$ cat config.mk
export PLATFORM = sky130hd
export DESIGN_NAME = song_reader
export DESIGN_NICKNAME = d
export VERILOG_FILES = /design/src/rtl/song_pkg.sv /design/src/rtl/note_timer.sv /design/src/rtl/song_reader.sv
export SDC_FILE = /design/constraint.sdc
export NUM_CORES = 1
export LEC_CHECK = 0
export ABC_AREA = 0
export BUFFER_PORTS_ARGS = -buffer_cell sky130_fd_sc_hd__buf_2
export CAP_MARGIN = 15
export CORE_MARGIN = 1.5
export CORE_UTILIZATION = 27
export DETAILED_ROUTE_END_ITERATION = 10
export SKIP_LAST_GASP = 1
export SYNTH_ARGS = -nofsm -noshare
export SYNTH_HDL_FRONTEND = slang
export SYNTH_HIERARCHICAL = 1
export SYNTH_SLANG_ARGS = --single-unit
export TNS_END_PERCENT = 30
$ cat constraint.sdc
create_clock -name clk -period 1.99 [get_ports clk]
set_input_delay 0.2985 -clock clk [delete_from_list [all_inputs] [get_ports clk]]
set_output_delay 0.2985 -clock clk [all_outputs]
set_load 0.005 [all_outputs]
$ cat src/rtl/song_pkg.sv
// rtl/song_pkg.sv - shared widths, ROM word field positions and state encoding for song_reader
package song_pkg;
    localparam int ADDR_W = 7;
    localparam int NOTE_W = 6;
    localparam int DUR_W  = 6;

    localparam int NOTE_MSB = 14;
    localparam int NOTE_LSB = 9;
    localparam int DUR_MSB  = 8;
    localparam int DUR_LSB  = 3;

    localparam logic [ADDR_W-1:0] ADDR_LAST = {ADDR_W{1'b1}};

    typedef enum logic [1:0] {
        IDLE,
        FETCH,
        WAIT,
        PLAY
    } state_t;

    // Bit 15 and bits 2:0 of the ROM word carry nothing the player uses.
    function automatic logic [NOTE_W-1:0] get_note(input logic [15:0] word);
        return word[NOTE_MSB:NOTE_LSB];
    endfunction

    function automatic logic [DUR_W-1:0] get_dur(input logic [15:0] word);
        return word[DUR_MSB:DUR_LSB];
    endfunction
endpackage

$ cat src/rtl/note_timer.sv
// rtl/note_timer.sv - beat-driven duration counter; expire fires on the beat that ends the note
module note_timer
    import song_pkg::*;
(
    input  logic             clk,
    input  logic             reset,
    input  logic             load,
    input  logic [DUR_W-1:0] dur,
    input  logic             beat,
    input  logic             en,
    output logic             expire
);
    logic [DUR_W-1:0] r_count;

    // load wins over beat, so a beat coinciding with the load is not charged to the new note
    always_ff @(posedge clk) begin
        if (reset) begin
            r_count <= '0;
        end else if (load) begin
            r_count <= dur;
        end else if (en && beat && (r_count != '0)) begin
            r_count <= r_count - 1'b1;
        end
    end

    assign expire = en && beat && (r_count == {{(DUR_W-1){1'b0}}, 1'b1});
endmodule

$ cat src/rtl/song_reader.sv
// rtl/song_reader.sv - ROM-driven note sequencer; SONG_READER_LOOP_EN restarts the song while play is held
module song_reader
    import song_pkg::*;
(
    input  logic              clk,
    input  logic              reset,
    input  logic              play,
    input  logic              beat,
    output logic [ADDR_W-1:0] rom_addr,
    input  logic [15:0]       rom_data,
    output logic [NOTE_W-1:0] note,
    output logic              new_note,
    output logic              playing,
    output logic              song_done
);
    state_t            r_state;
    logic [ADDR_W-1:0] r_addr;
    logic [NOTE_W-1:0] r_note;
    logic              r_new_note;
    logic              r_playing;
    logic              r_song_done;

    logic [NOTE_W-1:0] w_rom_note;
    logic [DUR_W-1:0]  w_rom_dur;
    logic              w_load;
    logic              w_en;
    logic              w_expire;
    logic              w_end;
    logic              w_restart;

    assign w_rom_note = get_note(rom_data);
    assign w_rom_dur  = get_dur(rom_data);
    assign w_load     = (r_state == WAIT) && (w_rom_dur != '0);
    assign w_en       = (r_state == PLAY) && play;
    // End of song: a zero-duration terminator, or running off the top of the ROM
    assign w_end      = ((r_state == WAIT) && (w_rom_dur == '0)) ||
                        (w_expire && (r_addr == ADDR_LAST));

`ifdef SONG_READER_LOOP_EN
    assign w_restart = play;
`else
    assign w_restart = 1'b0;
`endif

    note_timer u_note_timer (
        .clk    (clk),
        .reset  (reset),
        .load   (w_load),
        .dur    (w_rom_dur),
        .beat   (beat),
        .en     (w_en),
        .expire (w_expire)
    );

    always_ff @(posedge clk) begin
        if (reset) begin
            r_state     <= IDLE;
            r_addr      <= '0;
            r_note      <= '0;
            r_new_note  <= 1'b0;
            r_playing   <= 1'b0;
            r_song_done <= 1'b0;
        end else begin
            r_new_note  <= 1'b0;
            r_song_done <= 1'b0;
            if (w_end) begin
                r_song_done <= 1'b1;
                r_note      <= '0;
                r_addr      <= '0;
                r_state     <= w_restart ? FETCH : IDLE;
                r_playing   <= w_restart;
            end else begin
                case (r_state)
                    IDLE: begin
                        if (play) begin
                            r_state   <= FETCH;
                            r_playing <= 1'b1;
                        end
                    end
                    FETCH: begin
                        r_state <= WAIT;
                    end
                    WAIT: begin
                        r_note     <= w_rom_note;
                        r_new_note <= 1'b1;
                        r_state    <= PLAY;
                    end
                    PLAY: begin
                        if (w_expire) begin
                            r_addr  <= r_addr + 1'b1;
                            r_state <= FETCH;
                        end
                    end
                    default: begin
                        r_state   <= IDLE;
                        r_playing <= 1'b0;
                    end
                endcase
            end
        end
    end

    assign rom_addr  = r_addr;
    assign note      = r_note;
    assign new_note  = r_new_note;
    assign playing   = r_playing;
    assign song_done = r_song_done;
endmodule

==> results by group, run 1 <==
Status
  – Status: finished clean

Floorplan
  – Io pins: 36
  – Row count: 24
  – Core footprint: between 4000 and 5000 sq um
  – Width of the die: 70.0 um
  – Die H: roughly 70 um
  – Full die area: roughly 5000 sq um
  – Initial Util: between 20% and 30%

Synth
  – Syn Nets: between 150 and 200
  – Synthesized instance count: between 100 and 150
  – Synthesized area: ~1200 sq um
  – Main area contributors after synthesis: dfxtp_1, nor2_1, ha_1, mux2i_1, inv_1
  – Synth Register Bits: 24
  – Post-synth ARST share: 0%
  – Syn avg cell area: between 9 and 10 sq um
  – Synth cell types: 36
  – Area leader, netlist: dfxtp_1
  – Sequential share of the synthesized area: around 40%
  – Ys flop type: dfxtp_1
  – Yosys warns: 6
  – Top-count cell post-synth: nor2_1
  – Post-synth EDFFs: 0
  – Top cells by count, synth: nor2_1, dfxtp_1, inv_1
  – Synth top area share: 39.6%

Global routing
  – Largest net degree at the start of global routing: 15
  – Vias in the first global route: slightly above 1000
  – First-pass GRT wire length: approximately 4.3 mm
  – GRT Util Overall: a little over a tenth
  – Antenna violations before repair: 0
  – Global route overflow: 0

Timing
  – Final WS setup: approximately 0.21 ns
  – Setup TNS: 0 ns
  – Fin Clk Skew: around 0.0015 ns
  – Max_slew headroom: a little under two thirds
  – Worst-margin pin slew: around 0.55 ns
  – Hold slack: around 0.26 ns
  – Fin crit share: between 80% and 90%
  – Endpoints failing hold: 0
  – # setup viols final: 0
  – FMAX: between 500 and 600 MHz
  – Max-slew violation count: 0
  – RSZ-0062 raised after global routing: no
  – Crit path time final: between 1.5 and 2 ns

Cells and area
  – NumNets Final: between 200 and 250
  – Antenna diodes: 0
  – Layout cells sized above 1: 32.9%
  – Area Growth Syn to Fin: 30.3%
  – Fin util: between 30 and 40%

Routing
  – DR vias: roughly 1100
  – Drt initial violations: 24
  – Via density: around 4.7
  – Wire per inst: 11.1 um
  – # DRC: 0
  – WL final: approximately 2.5 mm
  – DRT antenna net count: 0
  – Drt first pass iters: 4

CTS
  – Clk slew on worst S/H paths: approximately 0.09 ns
  – Root buffer cell: clkbuf_8
  – # H-tree levels: 1
  – CTS Buf Count: 3
  – CTS tree: built
  – Sink Count: 24
  – Clock Path Buffers: 2
  – Postcts setup bufs: 0
  – Clk Latency, worst-skew pair: approximately 0.27 ns

Worst setup path
  – Critical path launch point type: flop
  – Critical path data required time: approximately 2.2 ns
  – Critical Path Fanout Max: 13
  – CP Class: reg2reg
  – CP Capture Type: flop
  – Crit path DAT: 1.95 ns

Pwr
  – Power per Cell Area: approximately 1100 nW/um^2
  – Switch share: ~33%
  – Worst-case vdd ir drop: 0.647 mV
  – Reg power frac: between 30% and 40%
  – Static leakage: ~0.65 nW
  – Clock power frac: between 20 and 30%
  – Gate power share: 36.8%
  – Total power draw: about 1.7 mW
  – Internal power: roughly 1.1 mW
  – Sw Pwr: approximately 0.56 mW

Placed design
  – IO Port Bufs: 31
  – Detailed placement HPWL: 1.90 mm
  – Place WS: 0.0749 ns
  – GPL Wtd Cong: between 0.7 and 0.8

Worst hold path
  – Worst hold path class: in2reg

Run
  – Maxcap violations: 0
==> registers in the layout (all words and copies together) (netlist names) <==
name	count
note	6
new_note	1
playing	1
rom_addr	7
r_state	2
song_done	1
u_note_timer/r_count	6
==> cell families after synthesis <==
logic type / Yosys count / share of synthesized area (%)
AOI/OAI and AO/OA: 22 / 13.6
xor gates and xnor gates: 6 / 4.33
adders and majority gates: 8 / 8.25
buffers and inverters: 14 / 5.98
DFF: 24 / 39.6
muxes: 9 / 7.53
and+or+nand+nor: 49 / 20.7
==> power groups by stage <==
| stage | registers [mW] | clock network [mW] | logic (mW) |
|---|---|---|---|
| 6_report | 0.639 | 0.432 | 0.623 |
| 2_1_floorplan | 0.640 | 0 | 0.411 |
| 4_1_cts | 0.634 | 0.442 | 0.609 |
| 5_1_grt | 0.657 | 0.458 | 0.709 |
| 3_5_place_dp | 0.645 | 0 | 0.606 |
| 3_3_place_gp | 0.644 | 0 | 0.601 |
==> final timing paths <==
kind                     start       to  slack (ns)  cells past startpoint
setup / recovery    r_state[1]  note[0]        0.21                      9
hold / removal    rom_data[14]  note[5]        0.26                      3
setup reg to reg    r_state[1]  note[0]        0.21                      9
hold reg to reg        playing  playing        0.48                      2
==> per-stage QoR <==
| stage | cells | cell area [sq um] |
|---|---|---|
| global placement | 221 | 1490 |
| detailed placement | 221 | 1490 |
| global route | 225 | 1580 |
| finish | 225 | 1580 |
| floorplan | 132 | 1220 |
| CTS | 225 | 1560 |
==> routing by layer <==
metal	GRT usage, %	up-vias	share of wire [%]
met5	0	-	0
met4	1.28	0	0.24
met3	3.46	2	4.1
met2	18.5	16	47
met1	13.1	487	48
li1	-	551	-
==> placed cells by master (no fill, tap or decap), drive strengths merged, types with 2 or more instances in the layout <==
cell / count
buf: 40
nor2: 27
dfxtp: 24
inv: 11
mux2i: 8
ha: 8
nand3: 5
a21oi: 4
xnor2: 4
clkbuf: 3
o21ai: 3
a311oi: 3
nand4: 3
and2: 2
a31oi: 2
xor2: 2
nor2b: 2
a2111oi: 2
a2111o: 2
or4: 2
nor4: 2
nand2: 2
==> what timing repair did <==
action,CTS,global route
resized for setup,0,7
hold buffers,0,0
setup endpoints to repair,0,17
==> worst max-delay path: stages, from the launching register on <==
cell and delay, ns:
dfxtp_2 0.36, ha_1 0.16, and2_4 0.15, nand2_2 0.09
nor4_4 0.26, nand3_1 0.12, nor2_2 0.12, a311o_1 0.20
buf_12 0.15, nor2_1 0.05
==> cell type report <==
class	count	area [sq um]
repair buffers	40	235
inverters	11	41.3
clock buffers	3	41.3
clock inverters	1	30.0
multi-input cells	94	686
flip-flops and latches	24	483
fillers	449	2770
well taps	52	65.1
No activity file was read; power rests on OpenSTA's default activity.
==> run 2, diff against run 1 <==
==> constraint.sdc (replaced) <==
create_clock -name clk -period 1.7 [get_ports clk]
set_input_delay 0.255 -clock clk [delete_from_list [all_inputs] [get_ports clk]]
set_output_delay 0.255 -clock clk [all_outputs]
set_load 0.005 [all_outputs]
==> run 2 against run 1 <==
Against the previous run: critical path depth did not move; global-route usage increased by 0.61 points; flip-flop and latch count unchanged; register-to-register slack worse by 0.24 ns; first-iteration DRC count increased by 8.3%; setup slack lost 0.24 ns; power rose by 28%; the run now ends with negative setup slack left; clock power is 17% higher.
==> results by group, run 2 (synthesis gave the netlist of run 1 again) <==
Placed design
  – GPL Wtd Cong: 0.720 (-2.0%)
  – Area after DPL: 1620 sq um (+8.7%)
  – Detailed placement HPWL: 2.08 mm (+9.6%)
  – IO Port Bufs: 31 (unchanged)
  – Placed cell count: 235 (+6.3%)

Worst setup path
  – Critical path launch point type: flop
  – CP Class: reg2reg
  – Critical path data required time: 1.87 ns (-0.29 ns)
  – Top delay family on crit path: simple AND/OR/NAND/NOR gates
  – Critical Path Fanout Max: 7 (-6)
  – Crit path DAT: 1.90 ns (-0.05 ns)
  – Slowest Stage Delay on Critical Path: 0.36 ns (about the same)
  – CP Capture Type: flop
  – Slowest CP cell: dfxtp_2
  – Worst R2R Setup Slack: -0.04 ns (-0.24 ns)
  – Crit path cell chain: ha_4 > and2_4 > nand2_4 > nor4_4 > nand3_1 > nor2_2 > a311o_1 > buf_6 > nor2_1
  – Worst path bufs/invs: 1 (unchanged)

CTS
  – CTS tree: built
  – Sink Count: 24 (unchanged)
  – Clk slew on worst S/H paths: 0.09 ns (about the same)
  – Root buffer cell: clkbuf_8
  – CTS Buf Count: 3 (unchanged)
  – Clock Path Buffers: 2 (unchanged)
  – # H-tree levels: 1 (unchanged)
  – Clk Latency, worst-skew pair: 0.27 ns (about the same)

Cells and area
  – Fin area: 1740 sq um (+9.9%)
  – Area Growth Syn to Fin: 43.2%
  – NumNets Final: 218 (+7.9%)
  – Commonest non-fill, non-tap cell in the layout: buf_2
  – Antenna diodes: 0 (unchanged)
  – Commonest non-fill, non-tap cells in the layout: buf_2, nor2_1, buf_4
  – Fillers: 426 (-5.1%)
  – Largest register FFs: 7 (unchanged)
  – Fin cells: 241 (+7.1%)
  – Layout cells sized above 1: 42.3% (+9.4 points)

Pwr
  – Worst-case vdd ir drop: 0.696 mV (+7.6%)
  – Switch share: 32.7% (-0.32 points)
  – Gate power share: 41.8% (+5.0 points)
  – Sw Pwr: 0.707 mW (+26%)
  – Reg power frac: 34.8% (-2.9 points)
  – Total power draw: 2.16 mW (+28%)
  – Static leakage: 0.743 nW (+14%)
  – Internal power: 1.45 mW (+28%)
  – Power per Cell Area: 1240 nW/um^2 (+16%)
  – Clock power frac: 23.4% (-2.1 points)

Global routing
  – GRT Util Overall: 11.2% (+0.61 points)
  – Antenna violations before repair: 0 (unchanged)
  – Vias in the first global route: 1049 (+2.9%)
  – First-pass GRT wire length: 4.49 mm (+3.7%)
  – Largest net degree at the start of global routing: 15 (unchanged)
  – Global route overflow: 0 (unchanged)

Routing
  – WL final: 2.71 mm (+8.6%)
  – DR vias: 1103 (+4.5%)
  – # DRC: 0 (unchanged)
  – DRT antenna net count: 0 (unchanged)
  – Via density: 4.58 (-2.5%)
  – Drt first pass iters: 4 (unchanged)
  – Wire per inst: 11.2 um (+1.4%)
  – Drt initial violations: 26 (+8.3%)

Timing
  – Max_slew headroom: 74.0% (+10 points)
  – Crit path time final: 1.74 ns (-0.0464 ns)
  – Fin crit share: 102% (+13 points)
  – RSZ-0062 raised after global routing: yes
  – Fin Clk Skew: 0.00514 ns (+0.00363 ns)
  – # setup viols final: 17 (+17)
  – FMAX: 576 MHz (+2.7%)
  – Worst-margin pin slew: 0.389 ns (-0.156 ns)
  – Endpoints failing hold: 0 (unchanged)
  – Final WS setup: -0.0356 ns (-0.244 ns)
  – Hold slack: 0.215 ns (-0.0458 ns)
  – Max-slew violation count: 0 (unchanged)

Floorplan
  – Core footprint: 4350 sq um (unchanged)
  – Die H: 70.0 um (unchanged)
  – Full die area: 4910 sq um (unchanged)
  – Width of the die: 70.0 um (unchanged)
  – Row count: 24 (unchanged)
  – Io pins: 36 (unchanged)
  – Initial Util: 27.9% (unchanged)

Worst hold path
  – Worst hold path class: in2reg

Status
  – Failing checks: negative setup slack
  – Status: finished with violations

Run
  – Maxcap violations: 0 (unchanged)
run 2: cell types whose count changed in the layout (fill, tap and decap cells not counted), sizes merged:
cell  change
buf      +16
run 2: through the flow:
stage / worst slack, ns / util [%] / TNS (ns)
final: -0.0356 / 39.9 / -0.389
after global routing: -0.158 / 39.9 / -2.76
after CTS: -0.0229 / 39.0 / -0.0930
after detailed placement: -0.0177 / 37.2 / -0.0207
after global placement: 0.0169 / 37.2 / 0
after floorplan: -0.0378 / - / -0.368
run 2: power by group through the flow:
stage / clock network (mW) / registers, mW / logic (mW)
after floorplan: 0 / 0.766 / 0.503
after global placement: 0 / 0.756 / 0.869
after detailed placement: 0 / 0.756 / 0.879
after CTS: 0.524 / 0.746 / 0.885
after global routing: 0.542 / 0.765 / 1.02
final: 0.505 / 0.753 / 0.902
run 2: per-layer routing:
metal / vias up / part of all wire (%) / global-route usage (%)
met5: - / 0 / 0
met4: 0 / 0.92 / 3.63
met3: 3 / 3.0 / 2.02
met2: 24 / 48 / 19.4
met1: 494 / 48 / 14.1
li1: 582 / - / -
run 2: layout make-up:
class | instances | area, sq um | share of cell area [%]
Clock buffer | 3 | 41.3 | 2.38
Clock inverter | 1 | 30.0 | 1.73
Inverter | 11 | 41.3 | 2.38
Multi-Input combinational cell | 94 | 719 | 41.4
Sequential cell | 24 | 487 | 28.0
Tap cell | 52 | 65.1 | 3.74
Timing Repair Buffer | 56 | 354 | 20.4
run 2: timing repair:
item	CTS	global route
hold buffers	0	0
setup endpoints to repair	19	23
pin swaps	3	6
resized for setup	3	8
endpoints found under the hold margin	0	0
buffers inserted	0	2
run 2: worst reg2reg max path, cell delays in order (launching register included):
cell     delay [ns]
dfxtp_2        0.36
ha_4           0.14
and2_4         0.14
nand2_4        0.05
nor4_4         0.23
nand3_1        0.13
nor2_2         0.15
a311o_1        0.23
buf_6          0.15
nor2_1         0.05
run 2: path summary, 6_finish.rpt:
| kind | cells past startpoint | start | endpoint |
|---|---|---|---|
| setup / recovery | 9 | r_state[0] | rom_addr[1] |
| hold / removal | 3 | rom_data[12] | note[3] |
| setup reg to reg | 9 | r_state[0] | rom_addr[1] |
| hold reg to reg | 2 | playing | playing |
==> run 3, diff against run 2 <==
==> constraint.sdc (replaced) <==
create_clock -name clk -period 1.7 [get_ports clk]
set_input_delay 0.51 -clock clk [delete_from_list [all_inputs] [get_ports clk]]
set_output_delay 0.51 -clock clk [all_outputs]
set_load 0.005 [all_outputs]
==> run 3 against run 2 <==
Against the previous run: the run now ends clean; final cell count is 2.5% higher; register-to-register slack improved by 0.06 ns; clock-buffer cell count increased by 1; largest power group unchanged; global-route usage barely moved; via count is 3.2% higher; worst hold slack improved by 0.25 ns; combinational power rose by 0.6%; sequential power hardly changed; highest routed layer unchanged; non-clock buffer count rose by 6; critical path depth unchanged; maximum frequency rose by 3.5%; sequential share of layout area decreased by 0.72 points.
==> results by group, run 3 (synthesis gave the netlist of run 1 again) <==
Global routing
  – Met1 Use GR: 13.5% (-0.64 points)
  – Global Route met2 Usage: 18.9% (-0.42 points)
  – GRT Util Overall: 11.2% (-0.040 points)
  – GRT busiest layer: met2
  – Vias in the first global route: 1076 (+2.6%)
  – First-pass GRT wire length: 4.48 mm (-0.16%)
  – Global route overflow: 0 (unchanged)
  – Antenna violations before repair: 0 (unchanged)
  – Met3 GRT Util: 3.61% (+1.6 points)
  – Largest net degree at the start of global routing: 14 (-1)

Routing
  – WL final: 2.71 mm (+0.22%)
  – # DRC: 0 (unchanged)
  – DR vias: 1138 (+3.2%)
  – Via density: 4.61 (+0.67%)
  – Drt initial violations: 26 (unchanged)
  – Wire per inst: 11.0 um (-2.2%)
  – Drt first pass iters: 3 (-1)
  – DRT antenna net count: 0 (unchanged)

Pwr
  – Switch share: 34.0% (+1.3 points)
  – Internal power: 1.36 mW (-6.6%)
  – Clock power frac: 19.3% (-4.1 points)
  – Power per Cell Area: 1160 nW/um^2 (-7.0%)
  – Static leakage: 0.756 nW (+1.8%)
  – Sw Pwr: 0.699 mW (-1.1%)
  – Worst-case vdd ir drop: 0.640 mV (-8.1%)
  – Reg power frac: 36.6% (+1.8 points)
  – Gate power share: 44.1% (+2.3 points)

Worst setup path
  – R2r startpoint: r_state[0]
  – Worst R2R End: rom_addr[3]
  – CP Class: reg2reg
  – Critical Path Fanout Max: 4 (-3)
  – Worst R2R Setup Slack: 0.02 ns (+0.06 ns)
  – Critical path launch point type: flop
  – Crit path DAT: 1.84 ns (-0.06 ns)
  – Reg2Reg Depth: 9 (unchanged)
  – CP Capture Type: flop
  – Critical path data required time: 1.87 ns (about the same)

Timing
  – Fin crit share: 98.6% (-3.5 points)
  – Max_slew headroom: 72.1% (-1.9 points)
  – RSZ-0062 raised after global routing: yes
  – Max-slew violation count: 0 (unchanged)
  – FMAX: 596 MHz (+3.5%)
  – Fin Clk Skew: 0.00536 ns (+0.000215 ns)
  – Worst-margin pin slew: 0.417 ns (+0.0275 ns)
  – Endpoints failing hold: 0 (unchanged)
  – Crit path time final: 1.68 ns (-0.0587 ns)
  – # setup viols final: 0 (-17)

CTS
  – CTS Buf Count: 3 (unchanged)
  – # hold bufs at CTS: 0 (unchanged)
  – Clock Path Buffers: 2 (unchanged)
  – Root buffer cell: clkbuf_8
  – Sink Count: 24 (unchanged)
  – Clk Latency, worst-skew pair: 0.27 ns (about the same)
  – Clk slew on worst S/H paths: 0.09 ns (about the same)
  – # H-tree levels: 1 (unchanged)
  – CTS tree: built

Cells and area
  – Fin area: 1780 sq um (+2.4%)
  – Antenna diodes: 0 (unchanged)
  – Largest register FFs: 7 (unchanged)
  – Layout cells sized above 1: 44.1% (+1.8 points)
  – NumNets Final: 224 (+2.8%)
  – Fin util: 40.9% (+0.95 points)
  – Fillers: 436 (+2.3%)
  – Area of the multi-input gates: 741 sq um (+3.0%)
  – Commonest non-fill, non-tap cell in the layout: buf_2
  – Register area: 485 sq um (-0.26%)
  – Commonest non-fill, non-tap cells in the layout: buf_2, buf_4, nor2_1
  – Area Growth Syn to Fin: 46.6%

Worst hold path
  – Hold path start: rom_data[11]
  – Hold path endpoint: note[2]
  – Worst hold path class: in2reg
  – Worst Hold Depth: 3 (unchanged)

Floorplan
  – Width of the die: 70.0 um (unchanged)
  – Io pins: 36 (unchanged)
  – Full die area: 4910 sq um (unchanged)
  – Row count: 24 (unchanged)
  – Core footprint: 4350 sq um (unchanged)
  – Initial Util: 27.9% (unchanged)
  – Die H: 70.0 um (unchanged)

Placed design
  – Area after DPL: 1670 sq um (+3.2%)
  – Detailed placement HPWL: 2.12 mm (+2.0%)
  – GPL Wtd Cong: 0.727 (+0.97%)
  – IO Port Bufs: 31 (unchanged)

Run
  – Maxcap violations: 0 (unchanged)

Status
  – Status: finished clean
[run 3: layer usage]
layer	up-vias	part of all wire, %
li1	592	-
met1	519	49
met2	22	46
met3	5	4.6
met4	0	0.81
met5	-	0
[run 3: worst max path at each step]
stage	start	endpoint	slack (ns)	cells after the start
5_1_grt	r_state[0]	note[4]	-0.09	9
6_report	r_state[0]	rom_addr[3]	0.02	9
3_3_place_gp	play	r_state[1]	-0.13	9
4_1_cts	r_state[0]	u_note_timer/r_count[5]	-0.006	6
3_5_place_dp	play	r_state[1]	-0.16	9
2_1_floorplan	play	rom_addr[5]	-0.04	9
[run 3: what timing repair did]
| item | in CTS | in global routing |
|---|---|---|
| endpoints found under the setup margin | 11 | 22 |
| resized for setup | 3 | 8 |
| setup buffers | 0 | 1 |
| hold endpoints to repair | 0 | 0 |
| pin swaps | 0 | 4 |
[run 3: metrics by stage]
| stage | setup WS [ns] | cells | setup TNS [ns] | power (mW) | hold slack [ns] |
|---|---|---|---|---|---|
| final | 0.0231 | 247 | 0 | 2.06 | 0.470 |
| after global routing | -0.0930 | 247 | -1.47 | 2.21 | 0.473 |
| after CTS | -0.00550 | 246 | -0.00604 | 2.05 | 0.466 |
| after detailed placement | -0.155 | 242 | -2.75 | 1.64 | 0.479 |
| after global placement | -0.135 | 242 | -2.33 | 1.64 | 0.470 |
| after floorplan | -0.0404 | 132 | -0.396 | 1.27 | 0.475 |
[run 3: critical path, cell delays in order, from the launching register on]
cell     delay [ns]
dfxtp_4        0.37
ha_4           0.12
and2_4         0.15
nand2_4        0.05
nor4_4         0.23
buf_4          0.18
and2_4         0.15
nand4_1        0.11
xor2_1         0.15
nor2_1         0.06
[run 3: power groups by stage]
stage	sequential [mW]	combinational, mW	clock [mW]
5_1_grt	0.767	1.01	0.432
3_3_place_gp	0.760	0.877	0
6_report	0.751	0.907	0.397
3_5_place_dp	0.761	0.883	0
4_1_cts	0.750	0.888	0.416
2_1_floorplan	0.766	0.505	0
[run 3: layout make-up]
| cell class | instances | share of cell area (%) |
|---|---|---|
| Tap cell | 52 | 3.66 |
| Clock buffer | 4 | 3.09 |
| Sequential cell | 24 | 27.3 |
| Timing Repair Buffer | 62 | 22.0 |
| Inverter | 11 | 2.32 |
| Multi-Input combinational cell | 94 | 41.6 |
